==> src/rtl/riscv_run_monitor_if.sv <==
// Purpose: core-side observation bundle (pc, retiring instr, writeback) feeding the run monitor.
// Latency: wires only, no storage.
// Backpressure: none; the core drives and the monitor only observes.
// Ports (modports):
//   master - core side, drives pc, instr, instr_valid, regwrite, rd, wdata
//   slave  - monitor side, samples the same signals
interface riscv_run_monitor_if #(
  parameter int XLEN = 32
) ();
  logic [XLEN-1:0] pc;
  logic [31:0]     instr;
  logic            instr_valid;
  logic            regwrite;
  logic [4:0]      rd;
  logic [XLEN-1:0] wdata;

  modport master (output pc, output instr, output instr_valid,
                  output regwrite, output rd, output wdata);
  modport slave  (input  pc, input  instr, input  instr_valid,
                  input  regwrite, input  rd, input  wdata);
endinterface

==> src/rtl/riscv_run_monitor.sv <==
// Purpose: run-control / trace monitor for the multi-cycle RV32I core (halt, timeout, writeback trace).
// Latency: state, counters and done/timed_out update on the edge after the deciding cycle; trace_data is combinational.
// Backpressure: none; purely observes the core and never stalls it.
// Ports:
//   clk, reset     rising-edge clock, synchronous active-high reset
//   start          1-cycle pulse, arms / re-arms a run from IDLE, HALTED or TIMEOUT
//   core           riscv_run_monitor_if.slave: pc, instr, instr_valid, regwrite, rd, wdata
//   run_state      0 IDLE, 1 RUN, 2 HALTED, 3 TIMEOUT
//   done/timed_out registered status flags for HALTED / TIMEOUT
//   cycle_count, retired_count, last_pc   run statistics (saturating counters)
//   trace_count, trace_idx, trace_data    circular writeback trace, idx 0 = newest
// Optional build macro RUN_MON_CHECK_EN adds exp_valid/exp_rd/exp_data inputs and
// mismatch/mismatch_count outputs that compare each captured writeback against a reference.
module riscv_run_monitor #(
  parameter int          XLEN           = 32,
  parameter int          TRACE_DEPTH    = 8,
  parameter int          TIMEOUT_CYCLES = 1024,
  parameter logic [31:0] HALT_INSTR     = 32'h0000006f
) (
  input  logic                           clk,
  input  logic                           reset,
  input  logic                           start,
  riscv_run_monitor_if.slave             core,
  output logic [1:0]                     run_state,
  output logic                           done,
  output logic                           timed_out,
  output logic [31:0]                    cycle_count,
  output logic [31:0]                    retired_count,
  output logic [XLEN-1:0]                last_pc,
  output logic [$clog2(TRACE_DEPTH):0]   trace_count,
  input  logic [$clog2(TRACE_DEPTH)-1:0] trace_idx,
  output logic [5+XLEN-1:0]              trace_data
`ifdef RUN_MON_CHECK_EN
  ,
  input  logic                           exp_valid,
  input  logic [4:0]                     exp_rd,
  input  logic [XLEN-1:0]                exp_data,
  output logic                           mismatch,
  output logic [15:0]                    mismatch_count
`else
`endif
);

  localparam int PW = $clog2(TRACE_DEPTH);
  localparam int CW = PW + 1;

  typedef enum logic [1:0] {
    S_IDLE    = 2'd0,
    S_RUN     = 2'd1,
    S_HALTED  = 2'd2,
    S_TIMEOUT = 2'd3
  } state_t;

  state_t state_q, state_n;
  logic   clear_run;   // start accepted: wipe all run statistics on this edge
  logic   in_run;
  logic   halt_hit;
  logic   capture;

  logic [PW-1:0]      wr_ptr;
  logic [5+XLEN-1:0]  trace_mem [TRACE_DEPTH];
  logic [PW-1:0]      rd_ptr;

  assign in_run   = (state_q == S_RUN);
  assign halt_hit = in_run && core.instr_valid && (core.instr == HALT_INSTR);
  // Gated by reset so a mid-run reset leaves nothing behind in the trace.
  assign capture  = in_run && !reset && core.regwrite && (core.rd != 5'd0);

  // Next-state: halt has priority over timeout on the same cycle; start is only
  // honoured outside RUN.
  always_comb begin
    state_n   = state_q;
    clear_run = 1'b0;
    unique case (state_q)
      S_RUN: begin
        if (halt_hit)
          state_n = S_HALTED;
        else if (cycle_count == 32'(TIMEOUT_CYCLES - 1))
          state_n = S_TIMEOUT;
      end
      default: begin
        if (start) begin
          state_n   = S_RUN;
          clear_run = 1'b1;
        end
      end
    endcase
  end

  always_ff @(posedge clk) begin
    if (reset) begin
      state_q       <= S_IDLE;
      done          <= 1'b0;
      timed_out     <= 1'b0;
      cycle_count   <= '0;
      retired_count <= '0;
      last_pc       <= '0;
      trace_count   <= '0;
      wr_ptr        <= '0;
    end else begin
      state_q   <= state_n;
      done      <= (state_n == S_HALTED);
      timed_out <= (state_n == S_TIMEOUT);
      if (clear_run) begin
        cycle_count   <= '0;
        retired_count <= '0;
        last_pc       <= '0;
        trace_count   <= '0;
        wr_ptr        <= '0;
      end else if (in_run) begin
        if (cycle_count != 32'hFFFF_FFFF)
          cycle_count <= cycle_count + 32'd1;
        if (core.instr_valid) begin
          if (retired_count != 32'hFFFF_FFFF)
            retired_count <= retired_count + 32'd1;
          last_pc <= core.pc;
        end
        if (capture) begin
          wr_ptr <= wr_ptr + PW'(1);   // power-of-2 depth: natural wrap
          if (trace_count != CW'(TRACE_DEPTH))
            trace_count <= trace_count + CW'(1);
        end
      end
    end
  end

  // Trace storage needs no reset: entries beyond trace_count are never visible.
  always_ff @(posedge clk) begin
    if (capture)
      trace_mem[wr_ptr] <= {core.rd, core.wdata};
  end

  // Newest entry sits just behind the write pointer.
  assign rd_ptr     = wr_ptr - PW'(1) - trace_idx;
  assign trace_data = ({1'b0, trace_idx} < trace_count) ? trace_mem[rd_ptr] : '0;
  assign run_state  = state_q;

`ifdef RUN_MON_CHECK_EN
  logic miss;
  assign miss = capture && exp_valid &&
                ((exp_rd != core.rd) || (exp_data != core.wdata));

  always_ff @(posedge clk) begin
    if (reset || clear_run) begin
      mismatch       <= 1'b0;
      mismatch_count <= '0;
    end else begin
      mismatch <= miss;
      if (miss && (mismatch_count != 16'hFFFF))
        mismatch_count <= mismatch_count + 16'd1;
    end
  end
`else
  // Reference comparison not built.
`endif

endmodule

==> src/flat_wrapper.sv <==
// flat-port wrapper written by rule: the top's interface ports become plain ports
module riscv_run_monitor_flat 
#(
  parameter int          XLEN           = 32,
  parameter int          TRACE_DEPTH    = 8,
  parameter int          TIMEOUT_CYCLES = 1024,
  parameter logic [31:0] HALT_INSTR     = 32'h0000006f
)
  (clk, reset, start, run_state, done, timed_out, cycle_count, retired_count, last_pc, trace_count, trace_idx, trace_data, core_pc, core_instr, core_instr_valid, core_regwrite, core_rd, core_wdata);
  riscv_run_monitor_if #(.XLEN(XLEN)) core_i ();
  input  logic clk;
  input  logic reset;
  input  logic start;
  output logic [1:0] run_state;
  output logic done;
  output logic timed_out;
  output logic [31:0] cycle_count;
  output logic [31:0] retired_count;
  output logic [XLEN-1:0] last_pc;
  output logic [$clog2(TRACE_DEPTH):0] trace_count;
  input  logic [$clog2(TRACE_DEPTH)-1:0] trace_idx;
  output logic [5+XLEN-1:0] trace_data;
  input wire logic [$bits(core_i.pc)-1:0] core_pc;
  input wire logic [$bits(core_i.instr)-1:0] core_instr;
  input wire logic [$bits(core_i.instr_valid)-1:0] core_instr_valid;
  input wire logic [$bits(core_i.regwrite)-1:0] core_regwrite;
  input wire logic [$bits(core_i.rd)-1:0] core_rd;
  input wire logic [$bits(core_i.wdata)-1:0] core_wdata;
  assign core_i.pc = core_pc;
  assign core_i.instr = core_instr;
  assign core_i.instr_valid = core_instr_valid;
  assign core_i.regwrite = core_regwrite;
  assign core_i.rd = core_rd;
  assign core_i.wdata = core_wdata;
  riscv_run_monitor #(.XLEN(XLEN), .TRACE_DEPTH(TRACE_DEPTH), .TIMEOUT_CYCLES(TIMEOUT_CYCLES), .HALT_INSTR(HALT_INSTR)) u_core (.clk(clk), .reset(reset), .start(start), .core(core_i), .run_state(run_state), .done(done), .timed_out(timed_out), .cycle_count(cycle_count), .retired_count(retired_count), .last_pc(last_pc), .trace_count(trace_count), .trace_idx(trace_idx), .trace_data(trace_data));
endmodule
==> config.mk <==
export PLATFORM = sky130hd
export DESIGN_NAME = riscv_run_monitor_flat
export DESIGN_NICKNAME = d
export VERILOG_FILES = /design/src/rtl/riscv_run_monitor_if.sv /design/src/rtl/riscv_run_monitor.sv /design/src/flat_wrapper.sv
export SDC_FILE = /design/constraint.sdc
export NUM_CORES = 1
export LEC_CHECK = 0
export CORE_ASPECT_RATIO = 0.75
export CORE_MARGIN = 2
export CORE_UTILIZATION = 40
export CTS_CLUSTER_SIZE = 10
export DETAILED_ROUTE_END_ITERATION = 12
export DONT_BUFFER_PORTS = 1
export PLACE_DENSITY = 0.54
export RECOVER_POWER = 25
export SYNTH_ARGS = -nofsm -noshare
export SYNTH_HDL_FRONTEND = slang
export SYNTH_SLANG_ARGS = --single-unit
==> constraint.sdc <==
create_clock -name clk -period 4.85 [get_ports clk]
set_input_delay 0.2425 -clock clk [delete_from_list [all_inputs] [get_ports clk]]
set_output_delay 0.2425 -clock clk [all_outputs]
set_load 0.02 [all_outputs]
Yosys cells after proc, flatten, opt, wreduce, memory -nomap -nowiden
Memories as Yosys holds them, arrays and structs flattened. Cells that the tools add are included.

Register bits after elaboration: 107. Memory bits (writable): 296. Input port bits: 109. Output and inout port bits: 141. Logic and storage cells: 46. Memories: 1.

Add/subtract/negate cells: 6. Order comparisons: 1. Equal/unequal tests: 8. Multiplexer cells: 9. Reduce and logical (&&, ||, !) cells: 13.

Memories: u_core.trace_mem (words 8, width 37, rd ports 1, clocked after Yosys merged registers in 0, write ports 1, RTL line riscv_run_monitor.sv:61) `logic [5+XLEN-1:0] trace_mem [TRACE_DEPTH];`.

Operators with widths (count): 32-bit by 1-bit adder with 32-bit output, second input constant (2); 32-bit inequality test, second input constant (2); 37-bit 2-to-1 mux (1); 32-bit by 10-bit == test with 1-bit output, second input constant (1); 32-bit by 7-bit == test with 1-bit output, second input constant (1); 2-bit 2-to-1 mux (4); 2-bit AND reduction (3); 3-bit AND reduction (2); 1-bit logical AND (5); 5-bit nonzero test (1); 4-bit by 1-bit adder with 4-bit output, second input constant (1); 2-bit == test, second input constant (2); 3-bit by 4-bit < comparator with 1-bit output (1); 1-bit 2-to-1 mux (4); 4-bit inequality test, second input constant (1); 3-bit by 1-bit adder with 3-bit output, second input constant (1); 3-bit by 1-bit subtractor with 3-bit output, second input constant (1); 3-bit subtractor (1); 2-bit by 1-bit == test with 1-bit output, second input constant (1); 2-bit OR reduction (1); 1-bit zero test (1).

Depth between registers and ports, before layout
Depth in word-level cells: 6. Mapped depth: 8.

Least setup slack after synthesis
OpenSTA, ideal clock, no wires.

Kind: flip-flop to flip-flop. From: register u_core.state_q[0], in the netlist u_core.run_state[0]. To: memory u_core.trace_mem[0][0] (netlist bit), enable pin. Arrival: 4.033 ns. Data required time: 4.373 ns. Slack: 0.340 ns. Cell stages (with the launch flop): 6. Buffers on the path: 1. Clock period less this slack: 4.510 ns. Path through: dfxtp_1 -> buf_2 -> nand2b_1 -> a2111oi_4 -> nand2b_1 -> nor3_1.

Cells in the longest elaborated chain, start to end: 6.

Ends and longest elaborated chain: from (decl) (RTL line riscv_run_monitor.sv:54) `state_t state_q, state_n;`; from (signal assigned) (RTL line riscv_run_monitor.sv:101) `state_q <= state_n;`; 2-bit by 1-bit == test with 1-bit output (RTL line riscv_run_monitor.sv:64) `assign in_run = (state_q == S_RUN);`; 1-bit logical AND (3 in series) (RTL line riscv_run_monitor.sv:67) `assign capture = in_run && !reset && core.regwrite && (core.rd != 5'd0);`; 1-bit 2-to-1 mux (RTL line riscv_run_monitor.sv:129) `if (capture)`; 1-bit 2-to-1 mux (not written as such) (RTL line riscv_run_monitor.sv:130) `trace_mem[wr_ptr] <= {core.rd, core.wdata};`; to (decl) (RTL line riscv_run_monitor.sv:61).

No other way between the ends.

Worst setup path in the final report
From: register u_core.wr_ptr[0]. To: output port trace_data[2].

Cells in the longest elaborated chain, start to end: 4.

Ends and longest elaborated chain: from (decl) (RTL line riscv_run_monitor.sv:60) `logic [PW-1:0] wr_ptr;`; from (signal assigned) (RTL line riscv_run_monitor.sv:119) `wr_ptr <= wr_ptr + PW'(1);`; 3-bit by 1-bit subtractor with 3-bit output (RTL line riscv_run_monitor.sv:134) `assign rd_ptr = wr_ptr - PW'(1) - trace_idx;`; 3-bit subtractor (RTL line riscv_run_monitor.sv:134); memory read 8 x 37 bit; 37-bit 2-to-1 mux (RTL line riscv_run_monitor.sv:135) `assign trace_data = ({1'b0, trace_idx} < trace_count) ? trace_mem[rd_ptr] : '0;`; to (decl) (RTL line flat_wrapper.sv:22) `output logic [5+XLEN-1:0] trace_data;`.

No other way between the ends.

==> results.ini <==
[sta]
setup_tns_ns = 0
slew_headroom_pct = 30.61
drv_slew = 0
worst_pin_slew_ns = 1.041
post-route-min-period_ns = 3.800
fmax_ghz = 0.2632
rsz0062_at_grt = false
setup_viol = 0
fin_skew_ns = 0.02323
timing.hold.ws_ns = 0.03566
fin_crit_sh_pct = 78.34
hold_violations = 0

[route]
drt_iter0_drc = 737
via_per_inst = 5.600
vias = 10020
postRouteAntennaNets = 0
drt_pass1_iterations = 7
drt-total-wl_um = 39030
routedWlPerCell_um = 21.81
remaining_drc_errors = 0

[placed_design]
post_dp_cell_area_um2 = 17080
io_buffers = 0
dp_hpwl_um = 23680
place_congestion = 0.8187

[logic_synthesis]
synth_top_area_share_pct = 54.34
syn_area_um2 = 16360
synth_flop_cell = edfxtp_1
synth.largest_area_cell = edfxtp_1
syn_nets = 1264
synth_common_cells = edfxtp_1, nand2_1, a21oi_1
ys_warn_count = 0
yosysUniqueCellTypes = 59
synth_edf_count = 296
yosys-top-cells-area = edfxtp_1, dfxtp_1, mux4_2
syn_inst = 1146
ys_seq_elements = 403
postSynthAreaPerCell_um2 = 14.27
async_flop_share_pct = 0
yosysMostFrequentCell = edfxtp_1
synth_seq_area_share_pct = 67.43

[grt]
antenna_found_initial = 6
grt_pass1_wl_um = 60230
grt_usage_pct = 18.41
grt_pass1_vias = 10050
grt_max_degree = 101
overflow = 0

[clock_network]
cts_tree = built
cts_buffer_depth = 3
worstSkewPairLatency_ns = 0.55
cts_buffers = 47
cts.clk_slew.worst_paths_ns = 0.06
cts.htree.levels = 2
clockRootBuffer = clkbuf_16
numClockSinks = 403
postCtsSetupBuffers = 0

[floorplan]
ioPinCount = 250
die_h_um = 179.1
die_x_um = 237.5
core_um2 = 40520
fp.dieArea_um2 = 42550
rows = 64
start_util_pct = 40.37

[worst_hold_path]
hp-start = core_regwrite
hold_path_class = input pin to register
min_path_cells = 4
min_to = u_core.trace_count[1]

[setup_path]
crit_path_max_incr_delay_ns = 0.67
crit_slowest_cell = xor2_4
cp-start-kind = register
regToRegSetupSlack_ns = 1.67
r2r-start = u_core.run_state[0]
worst_r2r_endpoint = u_core.trace_mem[6][21]
worstRegToRegCells = 5
worstSetupEndpointType = output pin
path_cells = ha_4 -> fa_4 -> xnor2_1 -> xor2_4 -> buf_4 -> nand2_1 -> a21oi_1
criticalPathCategory = register to output pin
worstPathArrival_ns = 3.56
required_ns = 4.61
crit_fanout = 21

[cells_and_area]
ff_latch_area_um2 = 11030
drive_gt1_share_pct = 13.67
area_growth_syn_to_layout_pct = 17.06
fillerInstances = 3532
fin_nets = 1351
final_area_um2 = 19150
multi_input_comb_area_um2 = 5160

[power_and_ir_drop]
peakVddDrop_mv = 0.2238
p_leak_uw = 0.006053
pwr_density_cell_nw_per_um2 = 381.8

[status]
status = finished clean

[run]
maxCapViolations = 0

## stage by stage
step	util (%)	total power (µW)	worst slack [ns]	instances
2_1_floorplan	-	4060	0.3401	1146
3_3_place_gp	42.14	4143	1.621	1640
3_5_place_dp	42.14	4144	1.580	1640
4_1_cts	47.24	7405	0.9718	1786
5_1_grt	47.26	7581	0.8522	1789
6_report	47.26	7311	1.050	1789
## routing by layer
metal  global-route usage (%)  wire, µm
met3                    5.158      2808
met5                        0        26
met1                    25.40     17720
met4                    4.953       759
met2                    28.75     17720
## cell usage in the layout (no fill, tap or decap), types with 4 or more instances in the layout
master,synthesis,final
a211oi_1,7,7
clkbuf_16,0,49
and3_1,9,9
nand3_1,28,28
and4_1,12,12
xor2_1,9,8
o21ai_0,16,16
nor3_1,12,10
nor2_1,42,36
clkbuf_1,36,22
nand2_1,182,182
nor4_1,13,13
inv_1,13,13
o21ai_1,7,7
mux4_2,74,74
a31oi_1,5,5
edfxtp_1,296,296
dlygate4sd3_1,0,72
xnor2_1,16,15
nor2_4,0,6
buf_4,1,18
nand4_1,25,25
or3_1,22,22
or4_1,12,12
dfxtp_1,107,107
a21oi_1,112,111
ha_1,8,7
o31ai_1,11,11
and2_1,4,4
nand2b_1,7,7
## worst max-delay path, delay by kind of cell, from the launching register on
kind | cells | cell delay (ns)
adders and majority gates | 2 | 0.60
AOI/OAI and AO/OA | 1 | 0.41
buffers and inverters | 1 | 0.37
DFF | 1 | 0.36
xor gates and xnor gates | 2 | 1.17
and+or+nand+nor | 1 | 0.10
## sequential cells by signal (all words and copies together) (netlist names)
signal and flops:
u_core.done 1, u_core.trace_mem 296, u_core.retired_count 32, u_core.last_pc 32, u_core.run_state 2, u_core.wr_ptr 3
u_core.timed_out 1, u_core.cycle_count 32, u_core.trace_count 4
## how the worst max path moves through the flow
stage,cells past startpoint,startpoint,end
floorplan,5,u_core.run_state[0],u_core.trace_mem[0][0]
detailed placement,7,u_core.wr_ptr[0],trace_data[2]
global route,7,u_core.wr_ptr[0],trace_data[21]
global placement,6,u_core.wr_ptr[0],trace_data[4]
finish,7,u_core.wr_ptr[0],trace_data[2]
CTS,7,u_core.wr_ptr[0],trace_data[2]
## cells by family (layout without fill, tap and decap cells)
| kind of cell | count (synthesis) | after routing | share of synthesized area (%) |
|---|---|---|---|
| mux | 77 | 77 | 10.37 |
| simple gates | 387 | 387 | 11.99 |
| buf+inv | 67 | 179 | 1.759 |
| fa+ha+maj | 9 | 9 | 0.7343 |
| flops | 403 | 403 | 67.43 |
| compound gates | 178 | 178 | 6.379 |
| other cells | 0 | 3 | 0 |
| xor+xnor | 25 | 25 | 1.339 |
## area by class of cell
| type | count | share of cell area [%] |
|---|---|---|
| Antenna cell | 3 | 0.03921 |
| Clock buffer | 73 | 6.979 |
| Clock inverter | 1 | 0.04574 |
| Inverter | 13 | 0.2548 |
| Multi-Input combinational cell | 676 | 26.95 |
| Sequential cell | 403 | 57.61 |
| Tap cell | 528 | 3.450 |
| Timing Repair Buffer | 92 | 4.679 |
## report_power, final
group          total (µW)  internal, µW  switching, µW
Combinational         406           165            241
Sequential           3740          3710           23.6
Clock                3170          1870           1300
Total                7310          5750           1570
## repair_timing
action,4_1_cts,5_1_grt
gates resized for setup,0,0
hold endpoints to repair,337,0
hold buffers,72,0
Power figures use the tool's default switching activity.
